**src/rtl/router_vc_output_port.sv**
```systemverilog
// NoC router output port: NUM_VC circular FIFOs drained round-robin onto a registered link.
// Optional `ROUTER_OVC_POLARITY_EN: odd/even VC discipline selected by polarity (NUM_VC=2 only).
module router_vc_output_port #(
  parameter int DATA_W   = 64,
  parameter int NUM_VC   = 2,
  parameter int VC_DEPTH = 4,
  localparam int VCW     = $clog2(NUM_VC)
) (
  input  logic              clk,
  input  logic              reset,
  input  logic              in_valid,
  input  logic [VCW-1:0]    in_vc,
  input  logic [DATA_W-1:0] in_data,
  output logic [NUM_VC-1:0] blocked,
  input  logic              polarity,
  input  logic              out_ready,
  output logic              out_send,
  output logic [VCW-1:0]    out_vc,
  output logic [DATA_W-1:0] out_data,
  output logic              drop_err
);
  localparam int PW = $clog2(VC_DEPTH);
  localparam int CW = PW + 1;

  logic [DATA_W-1:0] r_mem    [NUM_VC][VC_DEPTH];
  logic [PW-1:0]     r_wr_ptr [NUM_VC];
  logic [PW-1:0]     r_rd_ptr [NUM_VC];
  logic [CW-1:0]     r_cnt    [NUM_VC];
  logic [VCW-1:0]    r_rr_last;

  logic              w_accept;
  logic              w_reject;
  logic              w_found;
  logic              w_pop;
  logic [VCW-1:0]    w_sel;
  logic [VCW-1:0]    w_cand;
  logic [NUM_VC-1:0] w_elig;
  logic [NUM_VC-1:0] w_push_v;
  logic [NUM_VC-1:0] w_pop_v;
  logic [DATA_W-1:0] w_head;

  always_comb begin
    for (int v = 0; v < NUM_VC; v++) begin
      blocked[v] = (r_cnt[v] == CW'(VC_DEPTH));
`ifdef ROUTER_OVC_POLARITY_EN
      // Only the VC opposite to the fill polarity may drain.
      w_elig[v]  = (r_cnt[v] != '0) && (VCW'(v) == VCW'(!polarity));
`else
      w_elig[v]  = (r_cnt[v] != '0);
`endif
    end
  end

`ifdef ROUTER_OVC_POLARITY_EN
  assign w_accept = in_valid && !blocked[in_vc] && (in_vc == VCW'(polarity));
`else
  logic w_unused_polarity;
  assign w_unused_polarity = polarity;
  assign w_accept = in_valid && !blocked[in_vc];
`endif
  assign w_reject = in_valid && !w_accept;

  // First eligible VC after the last one served; wraps naturally in VCW bits.
  always_comb begin
    w_sel   = '0;
    w_cand  = '0;
    w_found = 1'b0;
    for (int i = 1; i <= NUM_VC; i++) begin
      w_cand = r_rr_last + VCW'(i);
      if (!w_found && w_elig[w_cand]) begin
        w_sel   = w_cand;
        w_found = 1'b1;
      end
    end
  end

  assign w_pop  = out_ready && w_found;
  assign w_head = r_mem[w_sel][r_rd_ptr[w_sel]];

  always_comb begin
    for (int v = 0; v < NUM_VC; v++) begin
      w_push_v[v] = w_accept && (in_vc == VCW'(v));
      w_pop_v[v]  = w_pop && (w_sel == VCW'(v));
    end
  end

  always_ff @(posedge clk) begin
    if (w_accept) r_mem[in_vc][r_wr_ptr[in_vc]] <= in_data;
  end

  always_ff @(posedge clk) begin
    if (reset) begin
      for (int v = 0; v < NUM_VC; v++) begin
        r_wr_ptr[v] <= '0;
        r_rd_ptr[v] <= '0;
        r_cnt[v]    <= '0;
      end
      r_rr_last <= VCW'(NUM_VC - 1);
      drop_err  <= 1'b0;
    end else begin
      for (int v = 0; v < NUM_VC; v++) begin
        if (w_push_v[v]) r_wr_ptr[v] <= r_wr_ptr[v] + PW'(1);
        if (w_pop_v[v])  r_rd_ptr[v] <= r_rd_ptr[v] + PW'(1);
        if (w_push_v[v] && !w_pop_v[v])      r_cnt[v] <= r_cnt[v] + CW'(1);
        else if (!w_push_v[v] && w_pop_v[v]) r_cnt[v] <= r_cnt[v] - CW'(1);
      end
      if (w_pop)    r_rr_last <= w_sel;
      if (w_reject) drop_err  <= 1'b1;
    end
  end

  // Link output stage: registered, zeroed whenever nothing is handed off.
  always_ff @(posedge clk) begin
    if (reset) begin
      out_send <= 1'b0;
      out_vc   <= '0;
      out_data <= '0;
    end else begin
      out_send <= w_pop;
      out_vc   <= w_pop ? w_sel : '0;
      out_data <= w_pop ? w_head : '0;
    end
  end
endmodule
```
**config.mk**
```make
export PLATFORM = sky130hd
export DESIGN_NAME = router_vc_output_port
export DESIGN_NICKNAME = d
export VERILOG_FILES = /design/src/rtl/router_vc_output_port.sv
export SDC_FILE = /design/constraint.sdc
export NUM_CORES = 1
export LEC_CHECK = 0
export CORE_MARGIN = 1.5
export CORE_UTILIZATION = 50
export CTS_CLUSTER_DIAMETER = 30
export DETAILED_ROUTE_END_ITERATION = 7
export GPL_TIMING_DRIVEN = 0
export PLACE_DENSITY = 0.72
export SYNTH_ARGS = -nofsm -noshare
export SYNTH_HDL_FRONTEND = slang
export SYNTH_SLANG_ARGS = --single-unit
export TNS_END_PERCENT = 5
```
**constraint.sdc**
```tcl
create_clock -name clk -period 12.35 [get_ports clk]
set_input_delay 1.8525 -clock clk [delete_from_list [all_inputs] [get_ports clk]]
set_output_delay 1.8525 -clock clk [all_outputs]
set_load 0.05 [all_outputs]
```
* Word-level counts from Yosys, hierarchy flattened *
Memory sizes are Yosys's and may differ from the RTL's.
Cells that the tools add are included.

storage, ports and cells
  flip-flop bits (word level) = 68
  bits in writable memories = 526
  input port bits = 70
  logic and storage cells = 115
  memories = 4

operators by class
  add/subtract/negate cells = 9
  order comparisons = 6
  eq/ne operators = 2
  muxes and demuxes = 53
  bitwise logic cells = 13
  reductions and logical operators = 23

memory list
  name      words  bits a word  rd ports  clocked after Yosys merged registers in  write ports  RTL line  RTL
  r_mem     2      256          1         0                                        1            25        logic [DATA_W-1:0] r_mem [NUM_VC][VC_DEPTH];
  r_cnt     2      3            2         0                                        2            28        logic [CW-1:0] r_cnt [NUM_VC];
  r_rd_ptr  2      2            3         0                                        2            27        logic [PW-1:0] r_rd_ptr [NUM_VC];
  r_wr_ptr  2      2            3         0                                        2            26        logic [PW-1:0] r_wr_ptr [NUM_VC];

operators with widths
  cell                   count
  $mux W256              1
  $mux W64               3
  $bmux W64 S2           1
  $demux W64 S2          1
  $mux W1                39
  $logic_and A1 B1 Y1    13
  $mux W3                4
  $add A2 B1 Y2 const B  4
  $mux W2                4
  $or A1 B1 Y1           8
  $logic_not A1 Y1       7
  $add A3 B1 Y3 const B  2
  $eq A3 B3 Y1 const B   2
  $ge A3 B3 Y1 const B   2
  $lt A1 B2 Y1 const B   3
  $not A2 Y3             2
  $reduce_bool A3 Y1     2
  $sub A3 B1 Y3 const B  2
  $lt A3 B1 Y1 const B   1
  $not A1 Y1             3
  $reduce_or A2 Y1       1
  $add A1 B1 Y1 const B  1

* Depth between registers and ports, before layout *
Gate-level depths: netlist (run 1).

  word-level depth = 16
  gate-level depth with buffers = 10
  depth with buffers taken out = 10

* Worst setup path before layout (run 1) *
No wires, ideal clock.

  kind = in2reg
  start = in in_vc
  end = mem r_mem[0][192] (netlist name) (enable)
  arrival = 6784 ps
  required time = 11785 ps
  setup slack = 5002 ps
  stages on the path = 4
  path buffers = 1
  path through = clkbuf_1 -> o32ai_1 -> nand2_1 -> nor3_1

between the ends
  longest elaborated chain between the ends = 7
  elaborated cells on any way between the ends = 13

RTL lines
  what                                                                RTL line  RTL
  start, declared                                                     12        input logic [VCW-1:0] in_vc,
  $mem_v2 Z2 W2                                                       --
  $not A2 Y3 (not written as such)                                    88        if (w_accept) r_mem[in_vc][r_wr_ptr[in_vc]] <= in_data;
  $ge A3 B3 Y1 (not written as such) or $lt A3 B1 Y1 (tied branches)  88
  $logic_and A1 B1 Y1 (not written as such)                           88
  $mux W64 (not written as such)                                      88
  $demux W64 S2                                                       88
  $mux W256 (not written as such)                                     88
  end, declared                                                       25

Several ways; a longest one is shown, not always the timed one. The select of a mux whose other input is x is not followed.

* Worst setup path after layout (run 1) *
  start = in in_vc
  end = mem r_mem[0][97] (netlist name) (enable)

The elaborated chain is that of the path after synthesis.

==> results.ini, run 1 <==
[outcome]
status = complete, no violations

[yosys]
synth_ff_type = edfxtp_1
ys_warn_count = 0
ys_seq_elements = 594
ys_async_sr_fraction = 0
synth_cell_types = 42
synth_area_per_cell_um2 = 20.46
synth_seq_area_share = 0.7912
synth_cells = 1060
syn_area_um2 = 21680
synthesis.nets = 1134
synth_edf_count = 526

[cts]
cts.repair.resized = 0
path_clk_slew_ps = 50
cts_made_buffers = 108
clockBufferDepth = 3
cts_sinks = 594
cts_tree = done
clkLatencyLatePin_ps = 630
hold_buffers = 0
root_buffer = clkbuf_16
htree_levels = 3
post_cts_buffers = 0

[routing]
via_per_inst = 5.403
wl_mm = 46.56
antenna_left = 0
first_iter_violations = 956
routedWlPerCell_um = 23.07
vias = 10900
route.detailed.drc = 0
drtPass1Iterations = 5

[setup_path]
end_kind = register
crit_slowest_cell = nor3_2
arrival_ps = 4630
timing.critical_path.max_delay_family = buffers and inverters
slowest_delay_ps = 830
critPathMaxFanout = 10
crit_chain = clkdlybuf4s50_1, clkbuf_1, a32o_1, nand2_1, nor3_2, buf_8, buf_8, buf_6
start_kind = input pin
cp.required_ps = 12670
path_buf_inv = 5
cpMostUsedCell = buf_8
worstSetupPathType = input pin to register

[sta]
timing.fmax_ghz = 0.2324
worstMarginPinSlew_ps = 1200
fin_ws_ps = 8047
maxSlewViolCount = 0
rsz0062_at_grt = no
setup_violations = 0
fin_skew_ps = 18.58
maxSlewHeadroom = 0.1946
period_share = 0.3484
hold_viol = 0
fin_tns_setup_ps = 0
min_period_ps = 4303

[global_routing]
grt_pass1_wl_mm = 71.02
grt_pass1_vias = 11680
grt_overflow = 0
grt_max_degree = 25
track_usage = 0.2183
antenna_found_initial = 4

[layout]
areaGrowthSynthToFinish_pct = 29.61
final_cell_mix = 526 x edfxtp_1, 137 x clkdlybuf4s50_1, 136 x nand2_1
layout_commonest_cell = edfxtp_1
final_layout_size_suffix_gt1_frac = 0.2742
final_nets = 1411
antenna_cells = 0
fin_util = 0.6553
final_area_um2 = 28100
stdcell_count = 2018
fillCellCount = 2796

[power]
clockPowerShare = 0.447
irDropWorstVdd_mv = 0.1127
pwr-share-seq = 0.362
switchingPower_mw = 1.844
p_sw_frac = 0.2788
power_density_nw_per_um2 = 235.3
pwr-share-comb = 0.191
p_leak_nw = 9.398
p_int_mw = 4.770

[floorplan]
ios = 139
dieWidth_um = 211.2
die_y_um = 211.2
num_rows = 76
initial_core_util = 0.5056
die_area_um2 = 44620
core-area_um2 = 42890

[placement]
gp_congestion = 0.7663
post-place-ws_ps = 7411
dp_hpwl_mm = 27.53
place_inst = 1812
portBuffers = 137
place_area_um2 = 24360

[run]
drv_cap = 0

[hold_path]
hold_class = register to register

==> flip-flops by register name (all words and copies together), names as in the netlist <==
register   count
out_vc         1
drop_err       1
r_wr_ptr       4
r_rd_ptr       4
r_mem        512
out_send       1
r_rr_last      1
r_cnt          6
out_data      64
==> worst register-to-register path: stages, from the launching register on <==
cell and delay, ps:
edfxtp_1 380, inv_1 80, ha_1 230, nand2_1 170, a32o_1 190, nand2_1 220, nor3_2 830, buf_8 240
buf_8 160, buf_6 190
==> layer usage <==
layer  global-route usage  vias up  wire, um
met4              0.07611        8       847
li1                     -     4839         -
met2               0.3640      396     23730
met1               0.2866     5593     19060
met5                    0        -        45
met3              0.04698       67      2879
==> through the flow <==
| step | hold slack, ps | power [mW] |
|---|---|---|
| after floorplan | 577.3 | 3.263 |
| after global placement | 462.2 | 3.673 |
| after detailed placement | 467.7 | 3.700 |
| after CTS | 483.7 | 6.672 |
| after global routing | 546.8 | 6.857 |
| final | 476.0 | 6.613 |
==> synthesized netlist by cell type (6+ instances only) <==
master	instances	share of area
buf_4	9	0.0031
inv_1	6	0.0010
nor2_1	22	0.0038
xnor2_1	6	0.0024
mux4_2	128	0.13
nand2_1	136	0.024
clkbuf_1	18	0.0031
dfxtp_1	68	0.063
buf_2	22	0.0051
edfxtp_1	526	0.73
a21oi_1	67	0.015
==> path summary, 6_finish.rpt <==
kind / start / end / slack, ps / cells past startpoint
worst max-delay path: in_vc / r_mem[0][97]$_DFFE_PP_ / 8050 / 8
worst min-delay path: drop_err$_SDFFE_PP0P_ / drop_err$_SDFFE_PP0P_ / 480 / 2
worst max register to register: r_cnt[1][0]$_DFFE_PP_ / r_mem[0][97]$_DFFE_PP_ / 9350 / 9
worst min register to register: drop_err$_SDFFE_PP0P_ / drop_err$_SDFFE_PP0P_ / 480 / 2
==> area by class of cell <==
| cell class | count | area [um2] | area share |
|---|---|---|---|
| buffer | 51 | 252.7 | 0.008993 |
| clock buffer | 128 | 2882 | 0.1025 |
| clock inverter | 78 | 859.6 | 0.03058 |
| inverter | 6 | 22.52 | 0.0008014 |
| multi-input combinational | 409 | 4307 | 0.1532 |
| sequential | 594 | 17160 | 0.6105 |
| tap | 585 | 732.0 | 0.02604 |
| timing repair buffer | 167 | 1893 | 0.06736 |
==> power by group through the flow <==
stage | logic, mW | registers [mW] | clock network (mW)
floorplan | 0.644 | 2.62 | 0
global placement | 1.23 | 2.44 | 0
detailed placement | 1.27 | 2.43 | 0
CTS | 1.28 | 2.39 | 3.00
global route | 1.36 | 2.40 | 3.10
finish | 1.26 | 2.39 | 2.96
==> cells by family after synthesis <==
family / after synthesis / synth area share
compound gates: 82 / 0.02118
xor+xnor: 7 / 0.002828
simple gates: 187 / 0.03595
mux: 129 / 0.1335
buf+inv: 57 / 0.01269
flops: 594 / 0.7912
fa+ha+maj: 4 / 0.002655
Note: power is estimated with default switching activity, not from simulation.
==> run 2: changes to the inputs <==
PLACE_DENSITY = 0.75   (was 0.72)
clock period = 3.8 ns   (was 12.35 ns; I/O delays follow)
==> run 2 against run 1 <==
  * Clock-buffer cell count is 4 lower
  * Critical path depth stayed put
  * Sequential share of layout area is 0.80 points lower
  * Power grew to 3.4 times the previous value
  * Global-route usage is 0.22 points higher
  * Largest cell class unchanged
  * Worst setup slack worse by 7400 ps
  * Register-to-register slack worse by 8600 ps
  * Clock power grew to 3.5 times the previous value
  * Flip-flop and latch count stayed put
  * Highest routed layer unchanged
==> results.ini, run 2 (synthesis gave the netlist of run 1 again) <==
[floorplan]
ios = 139  ; unchanged
die_area_um2 = 44620  ; unchanged
num_rows = 76  ; unchanged
initial_core_util = 0.5056  ; unchanged
die_y_um = 211.2  ; unchanged
dieWidth_um = 211.2  ; unchanged
core-area_um2 = 42890  ; unchanged

[routing]
routedWlPerCell_um = 23.55  ; +2.1%
via_per_inst = 5.492  ; +1.7%
vias = 11070  ; +1.6%
drtPass1Iterations = 5  ; unchanged
first_iter_violations = 841  ; -12%
route.detailed.drc = 0  ; unchanged
antenna_left = 0  ; unchanged
wl_mm = 47.47  ; +2.0%

[setup_path]
timing.critical_path.max_delay_family = buffers and inverters
crit_slowest_cell = nor3_4
reg2reg_to = r_mem[0][239]$_DFFE_PP_
ff2ff_setup_slack_ps = 790  ; -8560 ps
r2r-start = r_cnt[1][0]$_DFFE_PP_
end_kind = register
cpMostUsedCell = nand2_1
rr_worst_depth = 9  ; unchanged
path_buf_inv = 4  ; -1
slowest_delay_ps = 840  ; about the same
arrival_ps = 3420  ; -1210 ps
critPathMaxFanout = 12  ; +2
worstSetupPathType = input pin to register
crit_chain = clkdlybuf4s50_1, clkbuf_1, nand2_1, o32ai_1, nand2_1, nor3_4, buf_16, buf_8
cp.required_ps = 4110  ; -8560 ps
worstSetupPathDepth = 8  ; unchanged
start_kind = input pin

[global_routing]
antenna_found_initial = 9  ; +5
grt_overflow = 0  ; unchanged
track_usage = 0.2205  ; +0.002159
grt_pass1_vias = 11790  ; +0.94%
grt_pass1_wl_mm = 71.66  ; +0.90%
grt_max_degree = 26  ; +4.0%

[layout]
areaGrowthSynthToFinish_pct = 31.34
final_layout_size_suffix_gt1_frac = 0.2731  ; -0.001141
final_nets = 1406  ; -0.35%
final_cell_mix = 526 x edfxtp_1, 137 x clkdlybuf4s50_1, 136 x nand2_1
layout_commonest_cell = edfxtp_1
largest_reg_flops = 512  ; unchanged

[cts]
clkLatencyLatePin_ps = 630  ; about the same
cts_tree = done
hold_buffers = 0  ; unchanged
cts.repair.resized = 0  ; unchanged
cts_sinks = 594  ; unchanged
root_buffer = clkbuf_16
clockBufferDepth = 3  ; unchanged
cts_made_buffers = 108  ; unchanged
path_clk_slew_ps = 50  ; about the same
htree_levels = 3  ; unchanged
post_cts_buffers = 0  ; unchanged

[hold_path]
hp-start = drop_err$_SDFFE_PP0P_
hold_depth = 2  ; unchanged
hold_class = register to register
hold-path-endpoint = drop_err$_SDFFE_PP0P_

[placement]
dp_hpwl_mm = 27.40  ; -0.46%
portBuffers = 137  ; unchanged
gp_congestion = 0.7662  ; about the same

[power]
clockPowerShare = 0.468  ; +0.021
power_mw = 22.38  ; +240%
power_density_nw_per_um2 = 785.9  ; +230%
p_int_mw = 16.32  ; +240%
switchingPower_mw = 6.063  ; +230%
irDropWorstVdd_mv = 0.3957  ; +250%
pwr-share-seq = 0.348  ; -0.014
pwr-share-comb = 0.184  ; -0.007
p_leak_nw = 9.559  ; +1.7%
p_sw_frac = 0.2709  ; -0.007890

[sta]
maxSlewHeadroom = 0.3302  ; +0.1356
maxSlewViolCount = 0  ; unchanged
period_share = 0.8172
holdWs_ps = 478.8  ; +2.847 ps
hold_viol = 0  ; unchanged
min_period_ps = 3105
timing.fmax_ghz = 0.3220
rsz0062_at_grt = no
worstMarginPinSlew_ps = 1001  ; -198.6 ps
setup_violations = 0  ; unchanged
fin_skew_ps = 31.46  ; +12.87 ps

[outcome]
status = complete, no violations

[run]
drv_cap = 0  ; unchanged

[run 2: per-layer routing]
metal	vias to the layer above	part of all wire	GRT usage	wire, um
li1	4842	-	-	-
met1	5711	0.40	0.2847	19030
met2	442	0.51	0.3716	24280
met3	65	0.071	0.05397	3348
met4	12	0.016	0.06798	741
met5	-	0.0013	0	60
[run 2: cell type report]
type,instances,area [um2]
Sequential cell,594,17160
Fill cell,2693,14410
Multi-Input combinational cell,409,4319
Clock buffer,124,2900
Timing Repair Buffer,162,1939
Clock inverter,82,1150
Tap cell,585,732.0
Buffer,51,252.7
Inverter,6,22.52
Antenna cell,3,7.507
[run 2: power groups by stage]
stage          Clock [mW]  Sequential [mW]  Combinational, mW
6_report             10.5             7.78               4.12
5_1_grt              10.9             7.82               4.43
4_1_cts              10.6             7.79               4.18
3_5_place_dp            0             7.90               4.11
3_3_place_gp            0             7.93               3.97
2_1_floorplan           0             8.50               2.09
[run 2: worst max path at each step]
stage	endpoint	startpoint
6_report	r_mem[0][239]$_DFFE_PP_	in_vc
5_1_grt	r_mem[0][233]$_DFFE_PP_	in_vc
3_3_place_gp	r_mem[0][35]$_DFFE_PP_	in_vc
2_1_floorplan	r_mem[1][128]$_DFFE_PP_	in_vc
4_1_cts	r_mem[0][239]$_DFFE_PP_	in_vc
3_5_place_dp	r_mem[1][35]$_DFFE_PP_	in_vc
[run 2: worst register-to-register path, delay by kind of cell, from the launching register on]
kind	cells	cell delay (ps)
AO/OA/AOI/OAI	1	170
adder cells (fa/ha/maj)	1	220
buffers and inverters	3	510
flip-flops	1	390
AND/OR/NAND/NOR	4	1390
[run 2: per-stage QoR]
step                      setup WS, ps  instances   TNS, ps  instance area (um2)    util
final                            694.8       2016         0                28480  0.6641
after global routing             558.6       2015         0                28480  0.6640
after CTS                        683.1       2013         0                28470  0.6639
after detailed placement         80.29       1807         0                24420  0.5695
after global placement           -3889       1782  -1893760                23800  0.5549
after floorplan                 -573.9       1060   -251780                21690       -
